===== src/rtl/sapho_io_pkg.sv =====
// Shared definitions for the SAPHO processor IO-side FIFOs.
// FIFO state encoding plus width helpers used by output and input FIFOs.
package sapho_io_pkg;

    typedef enum logic [1:0] {
        ST_EMPTY  = 2'd0,
        ST_ACTIVE = 2'd1,
        ST_FULL   = 2'd2
    } fifo_st_e;

    localparam int IO_NUBITS = 16;
    localparam int IO_NUIOOU = 8;
    localparam int IO_FDEPTH = 16;

    // Address width that stays at least one bit for a single-address bus.
    function automatic int io_aw(input int n);
        return (n > 1) ? $clog2(n) : 1;
    endfunction

endpackage


===== src/rtl/io_fifo_mem.sv =====
// FIFO storage array: one synchronous write port, asynchronous head read.
// Contents are not reset; validity is tracked by the owning FIFO.
module io_fifo_mem #(
    parameter int W     = 16,
    parameter int DEPTH = 16,
    localparam int AW   = $clog2(DEPTH)
) (
    input  logic          clk,
    input  logic          we,
    input  logic [AW-1:0] waddr,
    input  logic [W-1:0]  wdata,
    input  logic [AW-1:0] raddr,
    output logic [W-1:0]  rdata
);

    logic [W-1:0] mem [DEPTH];

    always_ff @(posedge clk) begin
        if (we) begin
            mem[waddr] <= wdata;
        end
    end

    assign rdata = mem[raddr];

endmodule


===== src/rtl/io_out_fifo.sv =====
// Output-side IO FIFO: captures proc_fx output writes, drains via valid/ready.
// Define IO_FIFO_TAG_EN to store the output address with each entry (m_tag).
module io_out_fifo
    import sapho_io_pkg::*;
#(
    parameter int NUBITS = IO_NUBITS,
    parameter int NUIOOU = IO_NUIOOU,
    parameter int FDEPTH = IO_FDEPTH,
    parameter logic [NUIOOU-1:0] ENMASK = {NUIOOU{1'b1}},
    localparam int FAW = $clog2(FDEPTH),
    localparam int AW  = io_aw(NUIOOU)
) (
    input  logic              clk,
    input  logic              rst,
    input  logic              out_en,
    input  logic [AW-1:0]     addr_out,
    input  logic [NUBITS-1:0] io_out,
    output logic [NUBITS-1:0] m_data,
`ifdef IO_FIFO_TAG_EN
    output logic [AW-1:0]     m_tag,
`endif
    output logic              m_valid,
    input  logic              m_ready,
    output logic [FAW:0]      count,
    output logic              ovf,
    input  logic              ovf_clr
);

`ifdef IO_FIFO_TAG_EN
    localparam int W = NUBITS + AW;
`else
    localparam int W = NUBITS;
`endif

    localparam logic [FAW:0] CNT_ONE  = (FAW+1)'(1);
    localparam logic [FAW:0] CNT_LAST = (FAW+1)'(FDEPTH - 1);

    fifo_st_e       state;
    fifo_st_e       state_n;
    logic [FAW:0]   count_n;
    logic [FAW-1:0] wr_ptr;
    logic [FAW-1:0] rd_ptr;
    logic           push;
    logic           pop;
    logic           wr_en;
    logic           drop;
    logic [W-1:0]   wdata;
    logic [W-1:0]   head;

    assign push    = out_en & ENMASK[addr_out];
    assign m_valid = (state != ST_EMPTY);
    assign pop     = m_valid & m_ready;

`ifdef IO_FIFO_TAG_EN
    assign wdata = {addr_out, io_out};
    assign m_tag = m_valid ? head[W-1:NUBITS] : '0;
`else
    assign wdata = io_out;
`endif
    assign m_data = m_valid ? head[NUBITS-1:0] : '0;

    always_comb begin
        state_n = state;
        count_n = count;
        wr_en   = 1'b0;
        drop    = 1'b0;
        unique case (state)
            ST_EMPTY: begin
                if (push) begin
                    wr_en   = 1'b1;
                    count_n = CNT_ONE;
                    state_n = ST_ACTIVE;
                end
            end
            ST_ACTIVE: begin
                if (push && !pop) begin
                    wr_en   = 1'b1;
                    count_n = count + CNT_ONE;
                    state_n = (count == CNT_LAST) ? ST_FULL : ST_ACTIVE;
                end else if (pop && !push) begin
                    count_n = count - CNT_ONE;
                    state_n = (count == CNT_ONE) ? ST_EMPTY : ST_ACTIVE;
                end else if (push && pop) begin
                    wr_en = 1'b1;
                end
            end
            ST_FULL: begin
                if (push && !pop) begin
                    drop = 1'b1;
                end else if (pop && !push) begin
                    count_n = count - CNT_ONE;
                    state_n = ST_ACTIVE;
                end else if (push && pop) begin
                    // Head slot is freed on the same edge it is refilled.
                    wr_en = 1'b1;
                end
            end
            default: begin
                state_n = ST_EMPTY;
                count_n = '0;
            end
        endcase
    end

    always_ff @(posedge clk) begin
        if (rst) begin
            state  <= ST_EMPTY;
            count  <= '0;
            wr_ptr <= '0;
            rd_ptr <= '0;
            ovf    <= 1'b0;
        end else begin
            state <= state_n;
            count <= count_n;
            if (wr_en) begin
                wr_ptr <= wr_ptr + 1'b1;
            end
            if (pop) begin
                rd_ptr <= rd_ptr + 1'b1;
            end
            if (drop) begin
                ovf <= 1'b1;
            end else if (ovf_clr) begin
                ovf <= 1'b0;
            end
        end
    end

    io_fifo_mem #(
        .W     (W),
        .DEPTH (FDEPTH)
    ) u_mem (
        .clk   (clk),
        .we    (wr_en & ~rst),
        .waddr (wr_ptr),
        .wdata (wdata),
        .raddr (rd_ptr),
        .rdata (head)
    );

endmodule


===== config.mk =====
export PLATFORM = sky130hd
export DESIGN_NAME = io_out_fifo
export DESIGN_NICKNAME = d
export VERILOG_FILES = /design/src/rtl/sapho_io_pkg.sv /design/src/rtl/io_fifo_mem.sv /design/src/rtl/io_out_fifo.sv
export SDC_FILE = /design/constraint.sdc
export NUM_CORES = 1
export LEC_CHECK = 0
export ABC_AREA = 1
export CORE_UTILIZATION = 47
export DETAILED_ROUTE_END_ITERATION = 8
export HOLD_SLACK_MARGIN = 0.03
export MAX_ROUTING_LAYER = met4
export PLACE_DENSITY_LB_ADDON = 0.3
export SETUP_SLACK_MARGIN = 0.2
export SLEW_MARGIN = 20
export SYNTH_ARGS = -nofsm -noshare
export SYNTH_HDL_FRONTEND = slang
export SYNTH_SLANG_ARGS = --single-unit

===== constraint.sdc =====
create_clock -name clk -period 2.3 [get_ports clk]
set_input_delay 0.23 -clock clk [delete_from_list [all_inputs] [get_ports clk]]
set_output_delay 0.23 -clock clk [all_outputs]
set_load 0.01 [all_outputs]

==> metrics <==
status finished, violations left; failing checks setup timing; Post-Place Setup Slack around 71 ps; FF/Latch Area 8095 um^2; first-pass iteration count of the detailed router 7; most used cell, CP buf_12; Hold EP ovf; antenna cells 0; Antenna Nets Post-Route 0; r2r setup slk 350 ps; DRC Markers 0; largest net degree at the start of global routing 31; RR Endpoint u_mem.mem[0][7]; htree depth 1; Via Count 7908; PortBufs 43; Die Ht ~160 um; I/O pin total 47; Final GP Congestion 0.8251; worst path bufs/invs 5; antenna violations before repair 0; Worst Path Arrival 2130 ps; hold_sp ovf_clr; clock edge transition at the registers on the reported setup and hold paths about 60 ps; peak supply drop 0.0004978 V; Peak Freq 0.4241 GHz; Worst Skew 11.28 ps; Syn Nets 1015; Post-Synthesis Cells 982; post-synthesis instance area approximately 11000 um^2; number of synthesis warnings 0; Largest delay share family, worst path buffers and inverters; drt total wl 28830 um; Async SR Flop Fraction 0; power consumption 11080 uW; die width 157.9 um; area occupied by multi-input gates 3141 um^2; final worst-path setup slack -57.97 ps; TritonCTS clock tree yes; dominant synthesized flop cell edfxtp_1; # rows 56; Cell variety after synth 31; RSZ-0062 raised after global routing yes; Layout Area Growth over Synthesis 25.54%; Iteration-0 DRC Markers 714; Pleak a little over 0.005 uW; starting density of the core 0.4824; MaxCap Viol Count 0; final setup fails 9; worst-path maximum fanout 6; PD cells around 770 nW/um^2; CP Class flip-flop to output pin; DP HPWL roughly 15000 um; Synth Register Bits 276; layout cells sized above 1 0.1890; Slew Limit Headroom 0.6334; Max Slew Vio Count 0; # fillers 1823; sequential fraction of the synthesis area 0.7079; Worst Hold Path Cells 4; root buf cell clkbuf_16; TritonCTS buffer count 28; # hold bufs at CTS 0; min Tclk post-route around 2400 ps; Mean Syn Cell Area 11.63 um^2; crit start category flip-flop; critical-path cell list buf_12 > buf_12 > buf_12 > nor2_4 > nor2_2 > o21ai_1 > o211ai_1 > nand3_1 > a21oi_2 > buf_4 > buf_6; core area 23680 um^2; drt wl/cell 20.23 um; R2R depth 8; Least-Margin Pin Slew 548.2 ps; Skew-Pair Late Insertion Delay 540 ps; Hold Vio Cnt, Final 0; Nets ~1100; vias in the first global route 7381; EDFF count, synth 256; Crit. End Element output pin; setup TNS -209.3 ps; global-route wire length before repair 42680 um; CP peak stage delay ~370 ps; slowest cell on the critical path dfxtp_4; Total GRT Usage 0.2404; die area 24940 um^2; GRT overflow 0; CP required 2070 ps; worst hold path type primary input to flip-flop; period utilization 1.025; Clock Sinks 276; vias per cell 5.549; Max Root-Sink Buffers 3; RR Startpoint state[0]
## state kept, by name, indices dropped and copies added (netlist names), named ones only
register / count
state: 2
u_mem.mem: 256
count: 5
rd_ptr: 4
ovf: 1
wr_ptr: 4
## power breakdown
| part | leakage [uW] | total, uW | switching (uW) | internal [uW] |
|---|---|---|---|---|
| sequential | 0.00247 | 5570 | 40.0 | 5530 |
| clock | 0.000420 | 4260 | 1810 | 2450 |
| combinational | 0.00216 | 1250 | 702 | 551 |
## stage by stage
stage | utilization | instances | cell area [um^2] | hold WS (ps)
global placement | 0.5352 | 1344 | 12670 | 455.9
detailed placement | 0.5352 | 1344 | 12670 | 469.2
global route | 0.6056 | 1425 | 14340 | 339.2
finish | 0.6056 | 1425 | 14340 | 325.2
CTS | 0.5990 | 1422 | 14190 | 311.7
floorplan | - | 982 | 11420 | 328.9
## worst max path at each step
stage	cells past startpoint	endpoint	start	slack, ps
3_3_place_gp	9	m_data[4]	flip-flop	80
4_1_cts	9	m_data[3]	flip-flop	-50
6_report	11	m_data[3]	flip-flop	-60
3_5_place_dp	7	m_data[9]	flip-flop	70
5_1_grt	11	m_data[8]	flip-flop	-150
2_1_floorplan	7	u_mem.mem[11][0]	state[0]	-50
## final cells by class
class                      instances  area share
clock inverter                    16    0.009509
clock buffer                      34     0.05042
multi-input combinational        623      0.2190
timing repair buffer             129      0.1201
sequential                       276      0.5644
inverter                          28    0.008724
tap                              319     0.02783
## logic make-up (layout without fill, tap and decap cells)
logic type               Yosys count  after routing  synth area share
AO/OA/AOI/OAI                    188            188           0.09156
XOR/XNOR                           3              3          0.002300
adder cells (fa/ha/maj)            9              9          0.009857
buffers and inverters             83            207           0.03647
flip-flops                       276            276            0.7079
AND/OR/NAND/NOR                  423            423            0.1519
## placed cells by master (no fill, tap or decap), types with 3 or more instances in the layout
cell type	netlist	final
nor3_2	0	4
buf_12	0	23
xor2_1	3	3
buf_4	8	33
nand3_1	80	69
a21oi_2	0	13
clkbuf_16	0	31
inv_2	6	4
inv_1	22	22
dfxtp_1	20	18
nor2_2	1	15
nand3_2	1	12
clkbuf_1	26	6
o21ai_0	109	82
ha_1	9	9
nor2_4	0	5
clkinv_2	0	6
nand2_2	1	3
edfxtp_1	256	256
clkdlybuf4s50_1	0	27
o211ai_1	28	28
buf_16	0	14
clkinv_1	0	6
nand4_1	4	4
buf_2	10	12
nor2_1	232	213
a21oi_1	28	14
o21ai_2	1	3
nand2_1	95	93
buf_8	2	3
buf_6	5	13
o21ai_1	17	42
## routing by layer
layer | part of all wire | wire length (um) | track usage | vias up
met5 | 0 | 0 | - | -
met2 | 0.47 | 13590 | 0.3814 | 330
met3 | 0.075 | 2161 | 0.03203 | 54
met1 | 0.43 | 12370 | 0.3254 | 3820
met4 | 0.025 | 712 | 0.06796 | 0
li1 | - | - | - | 3704
## cells in the mapped netlist (3+ instances only)
| cell | instances | area [um^2] |
|---|---|---|
| edfxtp_1 | 256 | 7687 |
| xor2_1 | 3 | 26.28 |
| dfxtp_1 | 20 | 400.4 |
| buf_4 | 8 | 60.06 |
| inv_2 | 6 | 22.52 |
| nand3_1 | 80 | 400.4 |
| o21ai_0 | 109 | 545.5 |
| clkbuf_1 | 26 | 97.59 |
| nand2_1 | 95 | 356.6 |
| a21oi_1 | 28 | 140.1 |
| o21ai_1 | 17 | 85.08 |
| ha_1 | 9 | 112.6 |
| buf_6 | 5 | 56.30 |
| o211ai_1 | 28 | 210.2 |
| nor2_1 | 232 | 870.8 |
| nor3_1 | 6 | 30.03 |
| buf_2 | 10 | 50.05 |
| nand4_1 | 4 | 25.02 |
| inv_1 | 22 | 82.58 |
## worst register-to-register path: cells and delay by family (launching register included)
kind                   cells  cell delay (ps)
and+or+nand+nor            6              860
buffers and inverters      2              410
DFF                        1              370
## timing repair
action,CTS,global route
endpoints found under the hold margin,0,0
pin swaps,44,22
gates cloned,12,3
setup endpoints to repair,16,31
gates resized for setup,146,29
buffers inserted,16,0
Power figures use the tool's default switching activity.
==> edit 1 (same flow settings) <==
Build with the macro `IO_FIFO_TAG_EN` defined.
--- a/src/rtl/io_out_fifo.sv
+++ b/src/rtl/io_out_fifo.sv
@@ -1,5 +1,7 @@
 // Output-side IO FIFO: captures proc_fx output writes, drains via valid/ready.
 // Define IO_FIFO_TAG_EN to store the output address with each entry (m_tag).
+`define IO_FIFO_TAG_EN
+
 module io_out_fifo
     import sapho_io_pkg::*;
 #(
Behaviour (old outputs only; new: m_tag): unchanged (equiv_simple and equiv_induct, registers matched by name and starting in step).
==> edit 1 against the original RTL <==
The run still ends with negative setup slack left; critical path depth is 1 higher; highest routed layer unchanged; maximum frequency is 0.29% lower; routed wire length grew 22%; largest cell class unchanged; sequential cell count grew 48; global-route usage is 1.5 points higher; design area grew 20%; total power up 24%; setup slack lost 0.0069 ns; synthesized area up 17%.
==> edit 1: results (changes against the original RTL) <==
Yosys:
- The mean instance size in the synthesized netlist is 11.38 sq um (-2.2%).
- After synthesis, the cell types taking the most area are edfxtp_1 69%, nor2_1 8.3%, nand3_1 4.7%, o21ai_0 4.1%, nand2_1 3.5%.
- The total nets after synthesis was 1,203 (+19%).
- The number of flops mapped to enable cells by yosys is 304 (+19%).
- By count the netlist is led by 304 x edfxtp_1, 296 x nor2_1, 125 x nand3_1.
- The fraction of the yosys area taken by sequential cells is 71.55% (+0.75 points).

CTS:
- The clock buffer count from CTS is 34 (+21%).
- The number of post-CTS setup repair buffers is 18 (+2).
- The number of gates resized after cts is 212 (+45%).
- The insertion delay of the later-clocked pin in the worst-skew pair was 0.52 ns (-0.02 ns).

Final layout:
- The count of non-filler cells in the finished layout was 1,701 (+19%).
- In the final layout, the registers with the most flip-flops are u_mem.mem (304), count (5).
- The fraction of final layout cells with drive strength greater than 1 is 21.33% (+2.4 points).
- The count of fill cells added during filler insertion was 2,075 (+14%).
- The number of nets in the layout is 1,329 (+19%).

Global routing:
- The overall global routing resource usage came to 25.55% (+1.5 points).
- The initial antenna violation count is 1 (+1).
- The wire length of the first global-routing pass is 53.04 mm (+24%).
- The pin count of the biggest net entering global routing is 66 (+110%).
- The number of global-route vias before repair came to 9,245 (+25%).

Timing:
- The worst relative slew slack is 55.59% (-7.8 points).
- The final setup slack of the worst path is -0.06482 ns (-0.006854 ns).
- The final worst clock skew is 0.02462 ns (+0.01333 ns).
- The total negative setup slack is -0.3374 ns (-0.1282 ns).
- The final-report setup violation count is 12 (+3).

Placement:
- The setup slack at placement came to 0.02013 ns (-0.05095 ns).
- The detailed-placement wirelength estimate is 18.36 mm (+19%).
- The placed cell count is 1,590 (+18%).
- The global placement routability congestion is 0.8540 (+3.5%).
- The number of port buffers was 49 (+14%).

Drt:
- The first-pass iteration count of the detailed router came to 5 (-2).
- The routed metal-1 wirelength is 14.67 mm (+19%).
- The number of DRC violations after detailed-routing iteration 0 was 1,200 (+68%).
- The topmost layer with routed signal wires is met4.
- The length of routed met2 wiring is 16.51 mm (+22%).
- The total wire length is 35.22 mm (+22%).
- The total met3 wirelength after detailed routing was 2.798 mm (+29%).
- The total vias in the final route is 9,491 (+20%).

Min path:
- The tightest min-delay check is of the input pin to register type.

Power and ir drop:
- The static leakage is 6.169 nW (+22%).
- The maximum vdd ir drop is 0.0007365 V (+48%).

Run status:
- The flow ran to the end, but the final reports show violations.
- The checks that failed: negative setup slack.

Setup path:
- The peak fanout along the critical path is 7 (+1).
## edit 1: area by class of cell
| cell class | count | area [sq um] | share of cell area [%] |
|---|---|---|---|
| timing repair buffer | 154 | 2158 | 12.59 |
| clock buffer | 45 | 902.1 | 5.263 |
| antenna | 1 | 2.502 | 0.01460 |
| sequential | 324 | 9535 | 55.63 |
| tap | 378 | 473.0 | 2.759 |
| inverter | 30 | 135.1 | 0.7883 |
| multi-input combinational | 751 | 3689 | 21.52 |
| timing repair inverter | 1 | 20.02 | 0.1168 |
| clock inverter | 17 | 226.5 | 1.321 |
## edit 1: worst min-delay path, delay by kind of cell
family,cells,cell delay (ns)
AO/OA/AOI/OAI,1,0.06
AND/OR/NAND/NOR,1,0.04
buffers and inverters,2,0.48
## edit 1: power breakdown
group / switching, mW / internal, mW / total [mW]
combinational: 0.881 / 0.711 / 1.59
sequential: 0.0390 / 6.50 / 6.54
clock: 2.22 / 3.35 / 5.57
total: 3.14 / 10.6 / 13.7
## edit 1: cells by family (layout without fill, tap and decap cells)
group / Yosys count / after routing / share of synthesized area (%)
buffers and inverters: 95 / 247 / 3.335
XOR/XNOR: 4 / 4 / 0.2630
adder cells (fa/ha/maj): 9 / 9 / 0.8455
other: 0 / 1 / 0
AO/OA/AOI/OAI: 181 / 181 / 6.923
AND/OR/NAND/NOR: 557 / 557 / 17.09
flip-flops: 324 / 324 / 71.55
## edit 1: layer usage
layer,global-route usage (%),up-vias
met3,3.930,94
met5,-,-
met2,39.97,479
met4,10.61,0
met1,33.45,4548
li1,-,4370
## edit 1: path summary, 6_finish.rpt
check,to,slack [ns],cells past startpoint
max,m_data[8],-0.06,12
min,ovf,0.36,4
max reg2reg,u_mem.mem[9][15],0.41,8
min reg2reg,ovf,0.47,2
==> edit 2 (same flow settings) <==
Made on the original files. Register the output `count` once more; this adds one clock of latency there. The other outputs are not delayed to match.
--- a/src/rtl/io_out_fifo.sv
+++ b/src/rtl/io_out_fifo.sv
@@ -35,6 +35,8 @@
     localparam logic [FAW:0] CNT_ONE  = (FAW+1)'(1);
     localparam logic [FAW:0] CNT_LAST = (FAW+1)'(FDEPTH - 1);
 
+    logic [FAW:0] count_s0;
+
     fifo_st_e       state;
     fifo_st_e       state_n;
     logic [FAW:0]   count_n;
@@ -61,7 +63,7 @@
 
     always_comb begin
         state_n = state;
-        count_n = count;
+        count_n = count_s0;
         wr_en   = 1'b0;
         drop    = 1'b0;
         unique case (state)
@@ -75,11 +77,11 @@
             ST_ACTIVE: begin
                 if (push && !pop) begin
                     wr_en   = 1'b1;
-                    count_n = count + CNT_ONE;
-                    state_n = (count == CNT_LAST) ? ST_FULL : ST_ACTIVE;
+                    count_n = count_s0 + CNT_ONE;
+                    state_n = (count_s0 == CNT_LAST) ? ST_FULL : ST_ACTIVE;
                 end else if (pop && !push) begin
-                    count_n = count - CNT_ONE;
-                    state_n = (count == CNT_ONE) ? ST_EMPTY : ST_ACTIVE;
+                    count_n = count_s0 - CNT_ONE;
+                    state_n = (count_s0 == CNT_ONE) ? ST_EMPTY : ST_ACTIVE;
                 end else if (push && pop) begin
                     wr_en = 1'b1;
                 end
@@ -88,7 +90,7 @@
                 if (push && !pop) begin
                     drop = 1'b1;
                 end else if (pop && !push) begin
-                    count_n = count - CNT_ONE;
+                    count_n = count_s0 - CNT_ONE;
                     state_n = ST_ACTIVE;
                 end else if (push && pop) begin
                     // Head slot is freed on the same edge it is refilled.
@@ -105,13 +107,13 @@
     always_ff @(posedge clk) begin
         if (rst) begin
             state  <= ST_EMPTY;
-            count  <= '0;
+            count_s0 <= '0;
             wr_ptr <= '0;
             rd_ptr <= '0;
             ovf    <= 1'b0;
         end else begin
             state <= state_n;
-            count <= count_n;
+            count_s0 <= count_n;
             if (wr_en) begin
                 wr_ptr <= wr_ptr + 1'b1;
             end
@@ -138,5 +140,9 @@
         .rdata (head)
     );
 
+    always_ff @(posedge clk) begin
+        count <= count_s0;
+    end
+
 endmodule
 
Check against the original RTL: not equivalent (a bounded check fails within 4 cycles, from zero or initial values and one cycle with rst high).
==> edit 2 against the original RTL <==
The flow still finishes with violations (negative setup slack); global-route usage up 1.1 points; via count decreased by 0.16%; design area shrank 0.20%; setup slack hardly changed; count of clock-buffer cells in the layout grew 7; sequential cell count is 5 higher; register-to-register slack got worse by 0.05 ns; clock skew fell by 0.0012 ns; total power is 1.9% higher; sequential power up 2%; routed wire length increased by 6.1%; clock power is 2% higher; synthesized area increased by 0.44%; largest cell class unchanged; highest routed layer unchanged.
==> edit 2: results (changes against the original RTL) <==
Timing:
- The worst hold-check slack is 0.3262 ns (+0.001022 ns).
- The total negative setup slack was -0.2755 ns (-0.06620 ns).
- The worst relative slew slack is 57.06% (-6.3 points).
- The final setup slack of the worst path came to -0.05839 ns (-0.0004199 ns).
- The final-report setup violation count is 9 (unchanged).

Power and ir drop:
- The reported sequential group power is 5.67 mW (+2%).
- The net switching component of the power was 2.593 mW (+1.7%).
- The overall power after layout is 11.29 mW (+1.9%).
- The clock group power is 4.36 mW (+2%).
- The maximum vdd ir drop came to 0.0005318 V (+6.8%).
- The static leakage is 4.855 nW (-3.9%).

Drt:
- The routed metal-1 wirelength is 11.98 mm (-3.1%).
- The number of DRC violations after detailed-routing iteration 0 is 720 (+0.84%).
- The total wire length was 30.58 mm (+6.1%).
- The total met3 wirelength after detailed routing is 2.751 mm (+27%).
- The mean number of vias per cell is 5.746 (+3.5%).

Run status:
- The flow ran to the end, but the final reports show violations.
- The final reports fail on negative setup slack.

Placement:
- The detailed-placement wirelength estimate is 15.54 mm (+0.51%).
- The setup slack at placement is 0.04842 ns (-0.02266 ns).
- The placed cell count is 1,297 (-3.5%).
- The global placement routability congestion is 0.8169 (-0.99%).

Yosys:
- The fraction of the yosys area taken by sequential cells is 71.36% (+0.56 points).
- Ranked by total cell area, the synthesized netlist is headed by edfxtp_1 67%, nor2_1 7.4%, o21ai_0 5.0%, dfxtp_1 4.4%, o211ai_1 4.3%.
- The total nets after synthesis was 972 (-4.2%).
- The mean instance size in the synthesized netlist is 12.22 sq um (+5.0%).
- The count of unique library cells instantiated by Yosys came to 35 (+13%).

Global routing:
- The overall global routing resource usage was 25.09% (+1.1 points).
- The global-route met2 utilization is 42.17% (+4.0 points).
- The pin count of the biggest net entering global routing was 29 (-6.5%).
- The wire length of the first global-routing pass is 44.45 mm (+4.1%).
- The number of global-route vias before repair came to 7,682 (+4.1%).
- The routing usage on met1 is 31.14% (-1.4 points).
- The met3 capacity usage during global routing is 4.355% (+1.2 points).

CTS:
- The number of gates resized after cts is 128 (-12%).
- The number of post-CTS setup repair buffers is 11 (-5).
- The insertion delay of the later-clocked pin in the worst-skew pair is 0.54 ns (about the same).

Final layout:
- The fraction of final layout cells with drive strength greater than 1 was 20.00% (+1.1 points).
- The number of nets in the layout came to 1,069 (-4.5%).
- In the final layout, the registers with the most flip-flops are u_mem.mem (256), count (5), count_s0 (5).

Setup path:
- The setup slack of the most critical reg-to-reg path came to 0.30 ns (-0.05 ns).
- The peak fanout along the critical path is 11 (+5).
edit 2: final cells by class:
cell class	instances	area (sq um)
inverter	27	125.1
timing repair buffer	121	1620
tap	319	399.1
sequential	281	8198
fill	1848	9369
clock inverter	9	93.84
multi-input combinational	576	3107
clock buffer	41	770.7
edit 2: path summary, 6_finish.rpt:
path                            cells past startpoint               to
worst max register to register                      8  u_mem.mem[4][2]
worst min register to register                      0         count[4]
worst min-delay path                                4              ovf
worst max-delay path                               10        m_data[5]
edit 2: kinds of logic after synthesis:
group                      Yosys count  synth area share, %
and+or+nand+nor                    332                12.29
DFF                                281                71.36
AOI/OAI and AO/OA                  234                11.80
buffers and inverters               82                3.500
adders and majority gates            9               0.9814
xor gates and xnor gates             1              0.07634
edit 2: critical path: cells and delay by family, from the launching register on:
family	cells	cell delay (ns)
AOI/OAI and AO/OA	3	0.37
buffers and inverters	4	0.57
DFF	1	0.36
and+or+nand+nor	3	0.28
